## config.mk

```make
export PLATFORM = sky130hd
export DESIGN_NAME = grid_memory_flat
export DESIGN_NICKNAME = d
export VERILOG_FILES = /design/src/rtl/grid_memory_if.sv /design/src/rtl/grid_memory.sv /design/src/flat_wrapper.sv
export SDC_FILE = /design/constraint.sdc
export NUM_CORES = 2
export LEC_CHECK = 0
export BUFFER_PORTS_ARGS = -buffer_cell sky130_fd_sc_hd__buf_4
export CAP_MARGIN = 30
export CORE_ASPECT_RATIO = 1.4
export CORE_MARGIN = 5
export CORE_UTILIZATION = 45
export DETAILED_ROUTE_END_ITERATION = 6
export PLACE_DENSITY = 0.64
export SYNTH_ARGS = -nofsm -noshare
export SYNTH_HDL_FRONTEND = slang
export SYNTH_SLANG_ARGS = --single-unit
```

## constraint.sdc

```tcl
create_clock -name clk -period 41 [get_ports clk]
set_clock_uncertainty 0.1 [all_clocks]
set_input_delay 10.25 -clock clk [delete_from_list [all_inputs] [get_ports clk]]
set_output_delay 10.25 -clock clk [all_outputs]
set_load 0.05 [all_outputs]
```

## src/rtl/grid_memory_if.sv

```systemverilog
// Bus between the snake/rect controller plus VGA renderer and the grid_memory cell store.
// The controller/renderer side uses the master modport and grid_memory uses the slave modport.
interface grid_memory_if;
  logic        clear_req;
  logic [35:0] rect_write;
  logic [31:0] rect_read_addr;
  logic [3:0]  rect_read_in;
  logic [10:0] hcount;
  logic [10:0] vcount;
  logic [3:0]  disp_func;
  logic        busy;

  modport master (
    output clear_req, rect_write, rect_read_addr, hcount, vcount,
    input  rect_read_in, disp_func, busy
  );

  modport slave (
    input  clear_req, rect_write, rect_read_addr, hcount, vcount,
    output rect_read_in, disp_func, busy
  );
endinterface

```

## src/rtl/grid_memory.sv

```systemverilog
// Cell-occupancy store for the snake playfield: one controller write port, a controller probe
// read port, a renderer read port, and a clear sequencer. Optional macro GRID_BORDER_ROCK_EN walls the arena.
module grid_memory #(
  parameter int GRID_SIZE_X = 32,
  parameter int GRID_SIZE_Y = 24,
  parameter int RECT_SHIFT  = 5,
  parameter int GRID_CELLS  = GRID_SIZE_X * GRID_SIZE_Y
) (
  input  logic          clk,
  input  logic          rst,
  grid_memory_if.slave  bus
);

  typedef enum logic {CLEAR, RUN} state_t;

  localparam logic [3:0] FUNC_NULL  = 4'b0000;
  localparam logic [3:0] FUNC_SNAKE = 4'b0001;
  localparam logic [3:0] FUNC_ROCK  = 4'b0010;
  localparam logic [3:0] FUNC_SNACK = 4'b0100;

  localparam int ADDR_W = $clog2(GRID_CELLS);
  localparam logic [ADDR_W-1:0] CELL_LAST = ADDR_W'(GRID_CELLS - 1);
  localparam logic [15:0] X_LIMIT = 16'(GRID_SIZE_X);
  localparam logic [15:0] Y_LIMIT = 16'(GRID_SIZE_Y);
  localparam logic [10:0] H_LIMIT = 11'(GRID_SIZE_X << RECT_SHIFT);
  localparam logic [10:0] V_LIMIT = 11'(GRID_SIZE_Y << RECT_SHIFT);

  logic [3:0] mem [GRID_CELLS];

  state_t            state, state_n;
  logic [ADDR_W-1:0] counter, counter_n;
  logic              we;
  logic [ADDR_W-1:0] waddr;
  logic [3:0]        wdata;
  logic [3:0]        clear_func;
  logic [3:0]        rect_read_q;
  logic [3:0]        disp_func_q;

  // Controller write word decode
  logic [15:0]       wr_x, wr_y;
  logic [3:0]        wr_func;
  logic              wr_valid;
  logic [ADDR_W-1:0] wr_addr;

  assign wr_x    = bus.rect_write[35:20];
  assign wr_y    = bus.rect_write[19:4];
  assign wr_func = bus.rect_write[3:0];
  assign wr_addr = ADDR_W'(32'(wr_y) * GRID_SIZE_X + 32'(wr_x));
  assign wr_valid = (wr_x < X_LIMIT) && (wr_y < Y_LIMIT) &&
                    ((wr_func == FUNC_NULL) || (wr_func == FUNC_SNAKE) ||
                     (wr_func == FUNC_ROCK) || (wr_func == FUNC_SNACK));

  // Controller probe decode
  logic [15:0]       rd_x, rd_y;
  logic              rd_in_range;
  logic [ADDR_W-1:0] rd_addr;

  assign rd_x        = bus.rect_read_addr[31:16];
  assign rd_y        = bus.rect_read_addr[15:0];
  assign rd_in_range = (rd_x < X_LIMIT) && (rd_y < Y_LIMIT);
  assign rd_addr     = ADDR_W'(32'(rd_y) * GRID_SIZE_X + 32'(rd_x));

  // Renderer decode: pixel coordinates down to cell coordinates
  logic [4:0]        disp_x, disp_y;
  logic              disp_in_range;
  logic [ADDR_W-1:0] disp_addr;

  assign disp_x        = bus.hcount[RECT_SHIFT+4:RECT_SHIFT];
  assign disp_y        = bus.vcount[RECT_SHIFT+4:RECT_SHIFT];
  assign disp_in_range = (bus.hcount < H_LIMIT) && (bus.vcount < V_LIMIT);
  assign disp_addr     = ADDR_W'(32'(disp_y) * GRID_SIZE_X + 32'(disp_x));

`ifdef GRID_BORDER_ROCK_EN
  localparam int CX_W = $clog2(GRID_SIZE_X);
  localparam int CY_W = $clog2(GRID_SIZE_Y);
  localparam logic [CX_W-1:0] CX_LAST = CX_W'(GRID_SIZE_X - 1);
  localparam logic [CY_W-1:0] CY_LAST = CY_W'(GRID_SIZE_Y - 1);

  // Row/column of the cell being cleared, tracked alongside counter to avoid a divider
  logic [CX_W-1:0] clr_x, clr_x_n;
  logic [CY_W-1:0] clr_y, clr_y_n;

  always_ff @(posedge clk or posedge rst) begin
    if (rst) begin
      clr_x <= '0;
      clr_y <= '0;
    end else begin
      clr_x <= clr_x_n;
      clr_y <= clr_y_n;
    end
  end

  always_comb begin
    clr_x_n = clr_x;
    clr_y_n = clr_y;
    if ((state == RUN) || bus.clear_req || (counter == CELL_LAST)) begin
      clr_x_n = '0;
      clr_y_n = '0;
    end else if (clr_x == CX_LAST) begin
      clr_x_n = '0;
      clr_y_n = clr_y + 1'b1;
    end else begin
      clr_x_n = clr_x + 1'b1;
    end
  end

  assign clear_func = ((clr_x == '0) || (clr_x == CX_LAST) ||
                       (clr_y == '0) || (clr_y == CY_LAST)) ? FUNC_ROCK : FUNC_NULL;
`else
  assign clear_func = FUNC_NULL;
`endif

  always_ff @(posedge clk or posedge rst) begin
    if (rst) begin
      state   <= CLEAR;
      counter <= '0;
    end else begin
      state   <= state_n;
      counter <= counter_n;
    end
  end

  // In RUN a clear_req still lets the same-cycle write commit before the wipe starts
  always_comb begin
    state_n   = state;
    counter_n = counter;
    we        = 1'b0;
    waddr     = wr_addr;
    wdata     = wr_func;
    case (state)
      CLEAR: begin
        we    = 1'b1;
        waddr = counter;
        wdata = clear_func;
        if (bus.clear_req) begin
          counter_n = '0;
        end else if (counter == CELL_LAST) begin
          state_n   = RUN;
          counter_n = '0;
        end else begin
          counter_n = counter + 1'b1;
        end
      end
      RUN: begin
        we = wr_valid;
        if (bus.clear_req) begin
          state_n   = CLEAR;
          counter_n = '0;
        end
      end
      default: begin
        state_n   = CLEAR;
        counter_n = '0;
      end
    endcase
  end

  always_ff @(posedge clk) begin
    if (we) begin
      mem[waddr] <= wdata;
    end
  end

  // Both read ports are read-first; leaving the field reads as a collision
  always_ff @(posedge clk or posedge rst) begin
    if (rst) begin
      rect_read_q <= FUNC_NULL;
    end else if (state == CLEAR) begin
      rect_read_q <= FUNC_NULL;
    end else if (!rd_in_range) begin
      rect_read_q <= FUNC_ROCK;
    end else begin
      rect_read_q <= mem[rd_addr];
    end
  end

  always_ff @(posedge clk or posedge rst) begin
    if (rst) begin
      disp_func_q <= FUNC_NULL;
    end else if ((state == CLEAR) || !disp_in_range) begin
      disp_func_q <= FUNC_NULL;
    end else begin
      disp_func_q <= mem[disp_addr];
    end
  end

  assign bus.rect_read_in = rect_read_q;
  assign bus.disp_func    = disp_func_q;
  assign bus.busy         = (state == CLEAR);

endmodule

```

## src/flat_wrapper.sv

```systemverilog
// flat-port wrapper written by rule: the top's interface ports become plain ports
module grid_memory_flat 
#(
  parameter int GRID_SIZE_X = 32,
  parameter int GRID_SIZE_Y = 24,
  parameter int RECT_SHIFT  = 5,
  parameter int GRID_CELLS  = GRID_SIZE_X * GRID_SIZE_Y
)
  (clk, rst, bus_clear_req, bus_rect_write, bus_rect_read_addr, bus_hcount, bus_vcount, bus_rect_read_in, bus_disp_func, bus_busy);
  grid_memory_if bus_i ();
  input  logic clk;
  input  logic rst;
  input wire logic [$bits(bus_i.clear_req)-1:0] bus_clear_req;
  input wire logic [$bits(bus_i.rect_write)-1:0] bus_rect_write;
  input wire logic [$bits(bus_i.rect_read_addr)-1:0] bus_rect_read_addr;
  input wire logic [$bits(bus_i.hcount)-1:0] bus_hcount;
  input wire logic [$bits(bus_i.vcount)-1:0] bus_vcount;
  output wire logic [$bits(bus_i.rect_read_in)-1:0] bus_rect_read_in;
  output wire logic [$bits(bus_i.disp_func)-1:0] bus_disp_func;
  output wire logic [$bits(bus_i.busy)-1:0] bus_busy;
  assign bus_i.clear_req = bus_clear_req;
  assign bus_i.rect_write = bus_rect_write;
  assign bus_i.rect_read_addr = bus_rect_read_addr;
  assign bus_i.hcount = bus_hcount;
  assign bus_i.vcount = bus_vcount;
  assign bus_rect_read_in = bus_i.rect_read_in;
  assign bus_disp_func = bus_i.disp_func;
  assign bus_busy = bus_i.busy;
  grid_memory #(.GRID_SIZE_X(GRID_SIZE_X), .GRID_SIZE_Y(GRID_SIZE_Y), .RECT_SHIFT(RECT_SHIFT), .GRID_CELLS(GRID_CELLS)) u_core (.clk(clk), .rst(rst), .bus(bus_i));
endmodule
```

==> results list <==
- The worst pin sits at a relative slew slack of 0.06864.
* Net switching power of the design: 1.563 mW
- DRC violations left: 1
* Initial core utilization: 0.4521
- Setup repair after global routing left no endpoint under its margin.
- Cells resized by post-CTS repair: 0
- Portion of the clock cycle consumed by the worst path in the final layout: 0.3828
- Post-synthesis cell area: 147,400 µm²
- The critical path is of the in2reg type.
- Slowest library cell on the worst path: o21ai_0
- Ratio of cells with drive above 1 in the final layout: 0.2709
- The signal on the critical path passes through buf_8 > buf_12 > buf_4 > buf_4 > buf_4 > mux4_2 > a22o_1 > a221oi_1 > o22ai_1 > o21ai_0 > a41oi_1 > o21bai_1.
- The final layout contains routed wiring with a total length of 522.4 mm.
- STA classifies the critical path startpoint as an input port.
* IO Port Bufs: 91
* Die extent in x: 493.8 µm
- In the global route stage, overall resource usage came out at 0.3020.
- After the last flow step, the layout net total stands at 8,285.
* Syn. warnings: 0
- Post-synthesis average cell area: 17.97 µm²
- Clock tree synthesis inserted a total of 298 buffers.
- Count of pins on the block boundary: 102
- Excluding fillers, the count of instances in the completed layout stands at 12,830.
- Count of pins over their slew limit: 0
- Total gr overflow: 0
- STA puts the critical path data arrival time at 16.39 ns.
- Internal Dissipation: 5.119 mW
* Relative contribution of the clock network to total power: 0.414
- Entering global routing, the biggest net connects 256 pins.
- Antenna violations before repair: 55
* Source-to-sink clock delay at the later pin of the worst-skew pair: 0.89 ns
- The checks that failed: design-rule violations.
- Prior to clock tree synthesis, the placed netlist has a worst setup slack of 24.55 ns.
- Routed via count: 91,263
* Maximum count of clock buffers along a single path: 4
- Once the clock tree was built, the setup fixing pass inserted 0 buffers.
- TritonCTS built the clock tree.
- From synthesis to final layout, the design area changed by 9.990%.
- Number of maximum-capacitance violations: 0
* Via count of the first global-routing pass: 92,227
- EDFF count, synth: 3,072
- CTS Sinks: 3,091
- Net count after synthesis: 8,308
* Number of distinct library cell variants in the gate-level netlist after synthesis: 86
- Depth of the CTS H-tree: 5
- Detailed placement HPWL: 331.2 mm
* Final hold violation count: 0
- Dividing the detail-routed wire length by the instance count gives 40.72 µm.
- The floorplan step defined a die boundary enclosing 339,400 µm².
- After detailed placement, the design holds a cell count of 12,247.
- Peak supply drop: 0.03184 mV
- Before antenna repair, the detailed router went through 7 iterations.
- Number of standard-cell rows in the floorplan: 248
- Synth Flop Type: edfxtp_1
* Synthesized instance count: 8,204
- Global-route wire length before repair: 719.7 mm
* Worst stage delay on the critical path: 0.86 ns
- After clock tree synthesis, the clock-pin slew on the worst setup and hold paths is 0.06 ns.
* Final period demand of the worst path: 15.70 ns
* Core Box Area: 326,100 µm²
- Routability congestion estimate: 0.9251
* Final setup vio count: 0
- Data on the critical path is required at its endpoint by 41.69 ns.
- Most frequent cell on the critical path: buf_4
* Gate power share: 0.074
- Dividing the detail-routed via count by the number of cells gives 7.113.
* Run status: complete, but fails checks
- Pwr dens: 41.21 nW/µm²
* Worst Setup Slack, final: 25.30 ns
* Fraction of synthesis flops using an asynchronous set or reset pin: 0.006147
* Transition time of the tightest slew-check pin: 1.397 ns
- The tightest min-delay check is of the reg2reg type.
* Cts hold-fix bufs: 0
- Highest net fanout along the worst path: 72
* Worst setup EP type: register
* Max Clk Rate: 63.71 MHz
* Switching Share: 0.2339
- The share of total power dissipated in sequential elements is 0.512.
- For this run, the register share of the synthesized area comes to 0.6289.
* Synthesis-stage register bit count: 3,091
- Final TNS setup: 0 ns
* Clock tree root driver cell: clkbuf_16
* Chip height: 687.3 µm
- The first routing iteration left 14,339 violations.
* Routed Antenna Nets: 0
- For this design the static power due to leakage is 53.41 nW.
## kinds of logic (layout without fill, tap and decap cells)
kind of cell | count (synthesis) | after routing | synth area share
AO/OA/AOI/OAI | 1040 | 1040 | 0.05039
XOR/XNOR | 13 | 13 | 0.0007722
adder cells (fa/ha/maj) | 11 | 11 | 0.001035
buffers and inverters | 723 | 921 | 0.02997
flip-flops | 3091 | 3091 | 0.6289
multiplexers | 1888 | 1888 | 0.2483
other | 0 | 53 | 0
AND/OR/NAND/NOR | 1438 | 1438 | 0.04063
## cells in the final DEF (no fill, tap or decap), drive strengths merged, types with 53 or more instances in the layout
| cell | Yosys | routed |
|---|---|---|
| a21oi | 137 | 137 |
| a221oi | 112 | 112 |
| a211oi | 76 | 76 |
| clkbuf | 291 | 364 |
| buf | 413 | 379 |
| a22o | 72 | 72 |
| o21ai | 108 | 108 |
| o22ai | 160 | 160 |
| edfxtp | 3072 | 3072 |
| diode | 0 | 53 |
| mux4 | 1404 | 1404 |
| nor2 | 861 | 861 |
| nand2 | 323 | 323 |
| clkinv | 0 | 106 |
| a22oi | 182 | 182 |
| mux2i | 469 | 469 |
## layer usage
layer	vias to the layer above	global-route usage	part of all wire
met5	-	0	0.00042
met2	7193	0.4778	0.48
met3	1702	0.08258	0.12
met4	34	0.2320	0.090
li1	34584	-	-
met1	47750	0.3508	0.32
## worst max-delay path, delay by kind of cell
| family | cells | cell delay (ns) |
|---|---|---|
| buffers and inverters | 5 | 2.75 |
| multiplexers | 1 | 0.42 |
| AO/OA/AOI/OAI | 6 | 2.67 |
## stage by stage
stage          area, µm²  hold slack [ns]  total power [mW]  utilization
3_3_place_gp      151900           0.4462             3.967       0.4658
2_1_floorplan     147400           0.3861             3.765            -
4_1_cts           161800           0.4493             6.676       0.4963
6_report          162200           0.4484             6.682       0.4973
3_5_place_dp      152400           0.4363             3.970       0.4674
5_1_grt           162100           0.4840             6.819       0.4970
## cell type report
cell class | instances | area [µm²]
antenna | 53 | 132.6
clock buffer | 364 | 7895
clock inverter | 157 | 1509
fill | 26324 | 164000
inverter | 19 | 83.83
multi-input combinational | 4390 | 50740
sequential | 3091 | 92720
tap | 4375 | 5474
timing repair buffer | 381 | 3615
## path summary, 6_finish.rpt
kind                                             start                         end  slack [ns]  cells after the start
worst max-delay path            bus_rect_read_addr[17]  u_core.bus.rect_read_in[3]       25.30                     12
worst min-delay path                 u_core.counter[7]           u_core.counter[7]        0.45                      1
worst max register to register            u_core.state          u_core.mem[424][2]       36.76                      6
worst min register to register       u_core.counter[7]           u_core.counter[7]        0.45                      1
max in group asynchronous                          rst     u_core.bus.disp_func[2]       31.04                      3
min in group asynchronous                          rst           u_core.counter[1]        9.29                      2
## registers in the layout (all words and copies together) (netlist names)
signal,flops
u_core.mem,3072
u_core.counter,10
u_core.bus.disp_func,4
u_core.bus.rect_read_in,4
u_core.state,1
## power groups by stage
stage / Combinational [mW] / Clock [mW] / Sequential, mW
3_5_place_dp: 0.481 / 0 / 3.49
4_1_cts: 0.482 / 2.77 / 3.42
5_1_grt: 0.496 / 2.90 / 3.42
2_1_floorplan: 0.276 / 0 / 3.49
6_report: 0.496 / 2.77 / 3.42
3_3_place_gp: 0.478 / 0 / 3.49
## cells in the mapped netlist (all sizes together), types with 19 or more instances
| master | n | area [µm²] |
|---|---|---|
| edfxtp | 3072 | 92250 |
| buf | 413 | 3256 |
| nor2b | 22 | 137.6 |
| inv | 19 | 71.31 |
| a2111oi | 38 | 352.8 |
| a22o | 72 | 630.6 |
| nand3 | 51 | 255.2 |
| dfrtp | 19 | 475.5 |
| o22ai | 160 | 1001 |
| a211oi | 76 | 570.6 |
| clkbuf | 291 | 1092 |
| mux2i | 469 | 4695 |
| a221oi | 112 | 987.2 |
| nand4 | 19 | 118.9 |
| a31oi | 25 | 156.4 |
| nor4 | 32 | 212.7 |
| mux4 | 1404 | 31750 |
| a22oi | 182 | 1366 |
| a21oi | 137 | 685.7 |
| nor3 | 38 | 190.2 |
| nor2 | 861 | 3234 |
| o21ai | 108 | 540.5 |
| o221ai | 33 | 301.5 |
| o211ai | 21 | 157.7 |
| nand2 | 323 | 1212 |
Note: power is estimated with default switching activity, not from simulation.
